### src/rtl/par2ser_pkg.sv
// Shared constants and helpers for the par2ser stream serialiser.
package par2ser_pkg;

  localparam bit ORDER_LSB = 1'b0;
  localparam bit ORDER_MSB = 1'b1;

  function automatic int cnt_w(input int w);
    return (w < 2) ? 1 : $clog2(w);
  endfunction

endpackage

### src/rtl/par2ser_shift.sv
// Shift register and bit counter for one serial frame.
module par2ser_shift
  import par2ser_pkg::*;
#(
  parameter int WIDTH     = 4,
  parameter bit MSB_FIRST = ORDER_LSB
) (
  input  logic             clk,
  input  logic             rst,
  input  logic             clear,
  input  logic             load,
  input  logic             advance,
  input  logic [WIDTH-1:0] data,
  output logic             cur_bit,
  output logic             first,
  output logic             last
);

  localparam int CW = cnt_w(WIDTH);
  localparam logic [CW-1:0] CNT_MAX = CW'(WIDTH - 1);

  logic [WIDTH-1:0] sh;
  logic [CW-1:0]    cnt;

  always_ff @(posedge clk) begin
    if (rst || clear) begin
      sh  <= '0;
      cnt <= '0;
    end else if (load) begin
      sh  <= data;
      cnt <= '0;
    end else if (advance) begin
      cnt <= cnt + CW'(1);
      if (MSB_FIRST == ORDER_MSB)
        sh <= {sh[WIDTH-2:0], 1'b0};
      else
        sh <= {1'b0, sh[WIDTH-1:1]};
    end
  end

  assign cur_bit = (MSB_FIRST == ORDER_MSB) ? sh[WIDTH-1] : sh[0];
  assign first   = (cnt == '0);
  assign last    = (cnt == CNT_MAX);

endmodule

### src/rtl/par2ser_stream.sv
// Parallel-to-serial stream converter with one-word holding buffer.
module par2ser_stream
  import par2ser_pkg::*;
#(
  parameter int WIDTH     = 4,
  parameter bit MSB_FIRST = ORDER_LSB
) (
  input  logic             clk,
  input  logic             rst,
  input  logic [WIDTH-1:0] din,
  input  logic             din_valid,
  output logic             din_ready,
  input  logic             sout_en,
  output logic             dout,
  output logic             dout_valid,
  output logic             dout_first,
  output logic             dout_last
);

  localparam logic [0:0] S_IDLE  = 1'b0;
  localparam logic [0:0] S_SHIFT = 1'b1;

  logic [0:0]       state;
  logic [WIDTH-1:0] hold;
  logic             hold_full;
  logic             accept;
  logic             load;
  logic             advance;
  logic             finish;
  logic             in_shift;
  logic             cur_bit;
  logic             sh_first;
  logic             sh_last;

  assign in_shift  = (state == S_SHIFT);
  assign din_ready = !hold_full && !rst;
  assign accept    = din_valid && din_ready;

  // Gapless reload when the last bit is consumed and a word waits.
  assign load    = hold_full &&
                   (!in_shift || (sout_en && sh_last));
  assign advance = in_shift && sout_en && !load;
  assign finish  = in_shift && sout_en && sh_last &&
                   !hold_full;

  always_ff @(posedge clk) begin
    if (rst) begin
      state     <= S_IDLE;
      hold      <= '0;
      hold_full <= 1'b0;
    end else begin
      if (accept) begin
        hold      <= din;
        hold_full <= 1'b1;
      end else if (load) begin
        hold_full <= 1'b0;
      end
      if (load)
        state <= S_SHIFT;
      else if (finish)
        state <= S_IDLE;
    end
  end

  par2ser_shift #(
    .WIDTH     (WIDTH),
    .MSB_FIRST (MSB_FIRST)
  ) u_shift (
    .clk     (clk),
    .rst     (rst),
    .clear   (finish),
    .load    (load),
    .advance (advance),
    .data    (hold),
    .cur_bit (cur_bit),
    .first   (sh_first),
    .last    (sh_last)
  );

  assign dout_valid = in_shift && !rst;
  assign dout       = dout_valid && cur_bit;
  assign dout_first = dout_valid && sh_first;
  assign dout_last  = dout_valid && sh_last;

endmodule
### config.mk
export PLATFORM = sky130hd
export DESIGN_NAME = par2ser_stream
export DESIGN_NICKNAME = d
export VERILOG_FILES = /design/src/rtl/par2ser_pkg.sv /design/src/rtl/par2ser_shift.sv /design/src/rtl/par2ser_stream.sv
export SDC_FILE = /design/constraint.sdc
export NUM_CORES = 1
export LEC_CHECK = 0
export ABC_AREA = 1
export CORE_UTILIZATION = 47
export DETAILED_ROUTE_END_ITERATION = 6
export PLACE_DENSITY = 0.72
export SYNTH_ARGS = -nofsm -noshare
export SYNTH_HDL_FRONTEND = slang
export SYNTH_HIERARCHICAL = 1
export SYNTH_SLANG_ARGS = --single-unit
export TNS_END_PERCENT = 1
### constraint.sdc
create_clock -name clk -period 2.1 [get_ports clk]
set_clock_uncertainty 0.2 [all_clocks]
set_input_delay 0.315 -clock clk [delete_from_list [all_inputs] [get_ports clk]]
set_output_delay 0.315 -clock clk [all_outputs]
set_load 0.1 [all_outputs]
==> results.txt <==
The flow ran to the end, and the final reports show no timing, DRC or antenna violations. The detailed router put a total of 550 um of wire on met1. TritonCTS built the clock tree. For the worst max-slew margin expressed relative to the limit, the log shows 0.823. The tools report the maximum buffer depth of the clock tree as 2. The fraction of synthesized cell area taken by the top area cell type works out to 0.392. The endpoint arrival time on the critical path was 1.36 ns; the peak per-stage delay on the critical path was 0.42 ns. The synthesized area divided by synthesized cell count is 6.74 um^2.

Dividing total power by cell area gives a power density of 670 mW/mm^2. The critical path in this run is classified as input pin to output pin. After clock tree synthesis, the clock-pin slew on the worst setup and hold paths is 0.08 ns.

The top achievable clock speed came out at 534 MHz. The critical path runs through a total of 5 cells. The tools report the global-route usage over all layers as 0.204. The total setup buffers inserted after CTS is 0. After detailed routing, the average wire length per cell comes to 9.04 um.

The worst setup path is launched from an input pin. Highest metal layer with signal wires: met4. The number of hold buffers added after CTS was 0. At the later pin of the worst-skew pair, clock insertion delay measures 0.28 ns. The cell family contributing the most delay on the critical path is buffers and inverters. Yosys attributes the largest share of cell area to sky130_fd_sc_hd__dfxtp_1 (39%), sky130_fd_sc_hd__nand2_1 (17%), sky130_fd_sc_hd__inv_1 (10%). 0 antenna diodes ended up in the layout. The total leakage power came out at 0.414 nW. The worst register-to-register path begins at u_shift/cnt[0].

Across all hold checks on the routed design, the worst slack comes to 0.268 ns. In this run the register-to-register setup slack is 0.44 ns. For the pin with the worst max-slew slack, the measured transition is 0.264 ns.

Input and output buffers added on the ports amount to 12. After the last flow step, the layout net total stands at 120. Setup repair after global routing left no endpoint under its margin.

The final estimated routing congestion in global placement was 0.672. Kind of end point of the critical path: an output pin. The first routing iteration left 9 violations. The logs give 0 for the post-cts resize count and 0.392 for the share of synthesized area occupied by flip-flops and latches. The slowest library cell on the worst path was sky130_fd_sc_hd__clkdlybuf4s50_1. The run gives 0 as the initial antenna violation count. The Yosys step of the flow raised 6 warnings.

For this block, the via count after detailed routing is 565. The source of the worst hold timing path is u_shift/sh[3]. The run gives 0.736 as the final design utilization. The number of different library cells used by synthesis comes to 14. Net switching power figure: 171 uW.

The logs give 91 for the count of mapped cells out of synthesis and 557 uV for the maximum vdd ir drop. The layout overhead on the synthesized area works out to 38.8%. The chip height was 38.1 um; the number of setup violations in the final report was 0. Of all nets on the critical path, the largest fanout is 4.

Level count of the clock H-tree: 1. After detailed routing, the number of vias per cell comes to 4.59. Entering global routing, the biggest net connects 8 pins. For the count of pins over their slew limit, the log shows 0.

Routed wire length on met3: 67 um. The tools report the final wirelength as 1110 um. Across the run, the number of max-cap violations was 0. The floorplan has 12 rows.

The run gives 12 as the total clock sinks. The run gives 13 as the number of primary I/O pins. The hold violation total from the final report came out at 0.

The final worst-path cycle share was 0.892; the area of all placed cells without fillers was 851 um^2. The clock network power share is 0.339. The region available for standard cell placement spans 0.00116 mm^2.

The cell depth of the worst flop-to-flop path is 10, and the number of CTS-inserted buffers is 3. The count of buffer and inverter cells on the critical path is 3, and the required time at the endpoint of the critical path is 1.58 ns. The mapped netlist covers 613 um^2. The tools report the starting utilization of the core area as 0.530. The run gives 0.00145 mm^2 as the total die area.

The internal power of the cells totals 399 uW. The endpoint identified for the worst register-to-register timing path is u_shift/sh[0]. The biggest area contributor in the post-synthesis netlist is sky130_fd_sc_hd__dfxtp_1. The sequential share of power is 0.442, and the first-pass GRT wire length is 1910 um. The fraction of power spent switching nets was 0.300. The tools report the area of placed instances as 815 um^2.

The final critical-path required period is 1.87 ns, and the number of remaining DRC errors is 0. The startpoint of the most critical setup path is rst. The via count of the first global-routing pass was 470. Proportion of layout cells with a drive suffix above 1: 0.165.

The run gives 4 as the number of iterations in the first detailed-routing pass. The floorplan step set the die width to 38.1 um. The signal on the critical path passes through clkdlybuf4s50_1, inv_1, nand2_1, nor2_1, buf_12. The logs give 570 uW for the overall power and 0.219 for the proportion of power drawn by combinational gates. Adding up every negative setup slack in the final design gives 0 ns. The total overflow left after global routing is 0. The worst hold path belongs to the class register to register. Detailed placement finished with a half-perimeter wire length of 868 um. The detail route stage leaves a number of antenna-violating nets equal to 0.

The critical path ends at dout_first. Layout filler cell count: 85. Buffer type at the clock tree root: sky130_fd_sc_hd__clkbuf_4. When the netlist entered floorplanning its net count stood at 101. After synthesis the netlist holds a flip-flop and latch count of 12. After detailed routing, the met2 layer carries 474 um of wire.
[power by group through the flow]
stage | Sequential [mW] | Clock (mW) | Combinational, mW
detailed placement | 0.257 | 0 | 0.125
floorplan | 0.255 | 0 | 0.0806
finish | 0.252 | 0.193 | 0.125
global route | 0.254 | 0.207 | 0.138
global placement | 0.257 | 0 | 0.124
CTS | 0.252 | 0.200 | 0.125
[per-layer routing]
metal	global-route usage	vias up
met5	0	-
met4	0.107	0
met3	0.105	4
met2	0.297	16
met1	0.239	234
li1	-	311
[Yosys cell counts]
cell type / n
sky130_fd_sc_hd__buf_6: 1
sky130_fd_sc_hd__dfxtp_1: 12
sky130_fd_sc_hd__xnor2_1: 1
sky130_fd_sc_hd__ha_1: 2
sky130_fd_sc_hd__a21oi_2: 1
sky130_fd_sc_hd__a21oi_1: 5
sky130_fd_sc_hd__nand4_1: 1
sky130_fd_sc_hd__nand3_1: 8
sky130_fd_sc_hd__inv_2: 1
sky130_fd_sc_hd__nand2_4: 1
sky130_fd_sc_hd__nor2_4: 2
sky130_fd_sc_hd__nor2_1: 12
sky130_fd_sc_hd__inv_1: 17
sky130_fd_sc_hd__nand2_1: 27
[logic make-up (layout without fill, tap and decap cells)]
family / Yosys count / after routing / synth area share
and+or+nand+nor: 51 / 51 / 0.369
xor gates and xnor gates: 1 / 1 / 0.0143
DFF: 12 / 12 / 0.392
buffers and inverters: 19 / 37 / 0.129
AOI/OAI and AO/OA: 6 / 6 / 0.0551
adders and majority gates: 2 / 2 / 0.0408
[state kept, by name (all words and copies together), names as in the netlist]
name / cells
u_shift/cnt: 2
hold: 4
hold_full: 1
u_shift/sh: 4
in_shift: 1
[per-stage QoR]
| step | setup WS, ns | cells |
|---|---|---|
| 2_1_floorplan | -0.195 | 91 |
| 3_3_place_gp | 0.242 | 119 |
| 3_5_place_dp | 0.219 | 119 |
| 4_1_cts | 0.218 | 123 |
| 5_1_grt | 0.162 | 123 |
| 6_report | 0.226 | 123 |
[layout by cell type, fill, tap and decap left out]
cell type / instances
sky130_fd_sc_hd__nor2_1: 11
sky130_fd_sc_hd__nor2_4: 2
sky130_fd_sc_hd__nand4_1: 1
sky130_fd_sc_hd__clkbuf_4: 3
sky130_fd_sc_hd__nand3_1: 8
sky130_fd_sc_hd__inv_1: 17
sky130_fd_sc_hd__ha_1: 2
sky130_fd_sc_hd__nor2_2: 1
sky130_fd_sc_hd__clkdlybuf4s50_1: 7
sky130_fd_sc_hd__buf_12: 5
sky130_fd_sc_hd__dfxtp_1: 12
sky130_fd_sc_hd__clkbuf_8: 1
sky130_fd_sc_hd__xnor2_1: 1
sky130_fd_sc_hd__nand2_4: 1
sky130_fd_sc_hd__a21oi_2: 1
sky130_fd_sc_hd__a21oi_1: 5
sky130_fd_sc_hd__buf_4: 3
sky130_fd_sc_hd__nand2_1: 27
sky130_fd_sc_hd__inv_2: 1
[how the worst min path moves through the flow]
stage | end | slack [ns] | depth (start not counted)
after CTS | u_shift/sh[3] | 0.27 | 2
after global routing | u_shift/sh[3] | 0.29 | 2
after floorplan | in_shift | 0.18 | 1
after global placement | u_shift/sh[3] | 0.25 | 2
final | u_shift/sh[3] | 0.27 | 2
after detailed placement | u_shift/sh[3] | 0.26 | 2
[layout make-up]
type / count / area (um^2) / area share
repair buffers: 15 / 193 / 0.226
flip-flops and latches: 12 / 240 / 0.282
well taps: 14 / 17.5 / 0.0206
multi-input cells: 60 / 297 / 0.349
inverters: 18 / 67.6 / 0.0794
clock buffers: 4 / 36.3 / 0.0426
[worst reg2reg max path, cell delays in order (launching register included)]
cell and delay (ns):
sky130_fd_sc_hd__dfxtp_1 0.35, sky130_fd_sc_hd__ha_1 0.22, sky130_fd_sc_hd__nand2_1 0.13, sky130_fd_sc_hd__nand2_1 0.08, sky130_fd_sc_hd__a21oi_1 0.13, sky130_fd_sc_hd__buf_4 0.18
sky130_fd_sc_hd__nor2_4 0.06, sky130_fd_sc_hd__nand2_1 0.06, sky130_fd_sc_hd__nand3_1 0.07, sky130_fd_sc_hd__nand2_1 0.06, sky130_fd_sc_hd__inv_1 0.03
No activity file was read; power rests on OpenSTA's default activity.
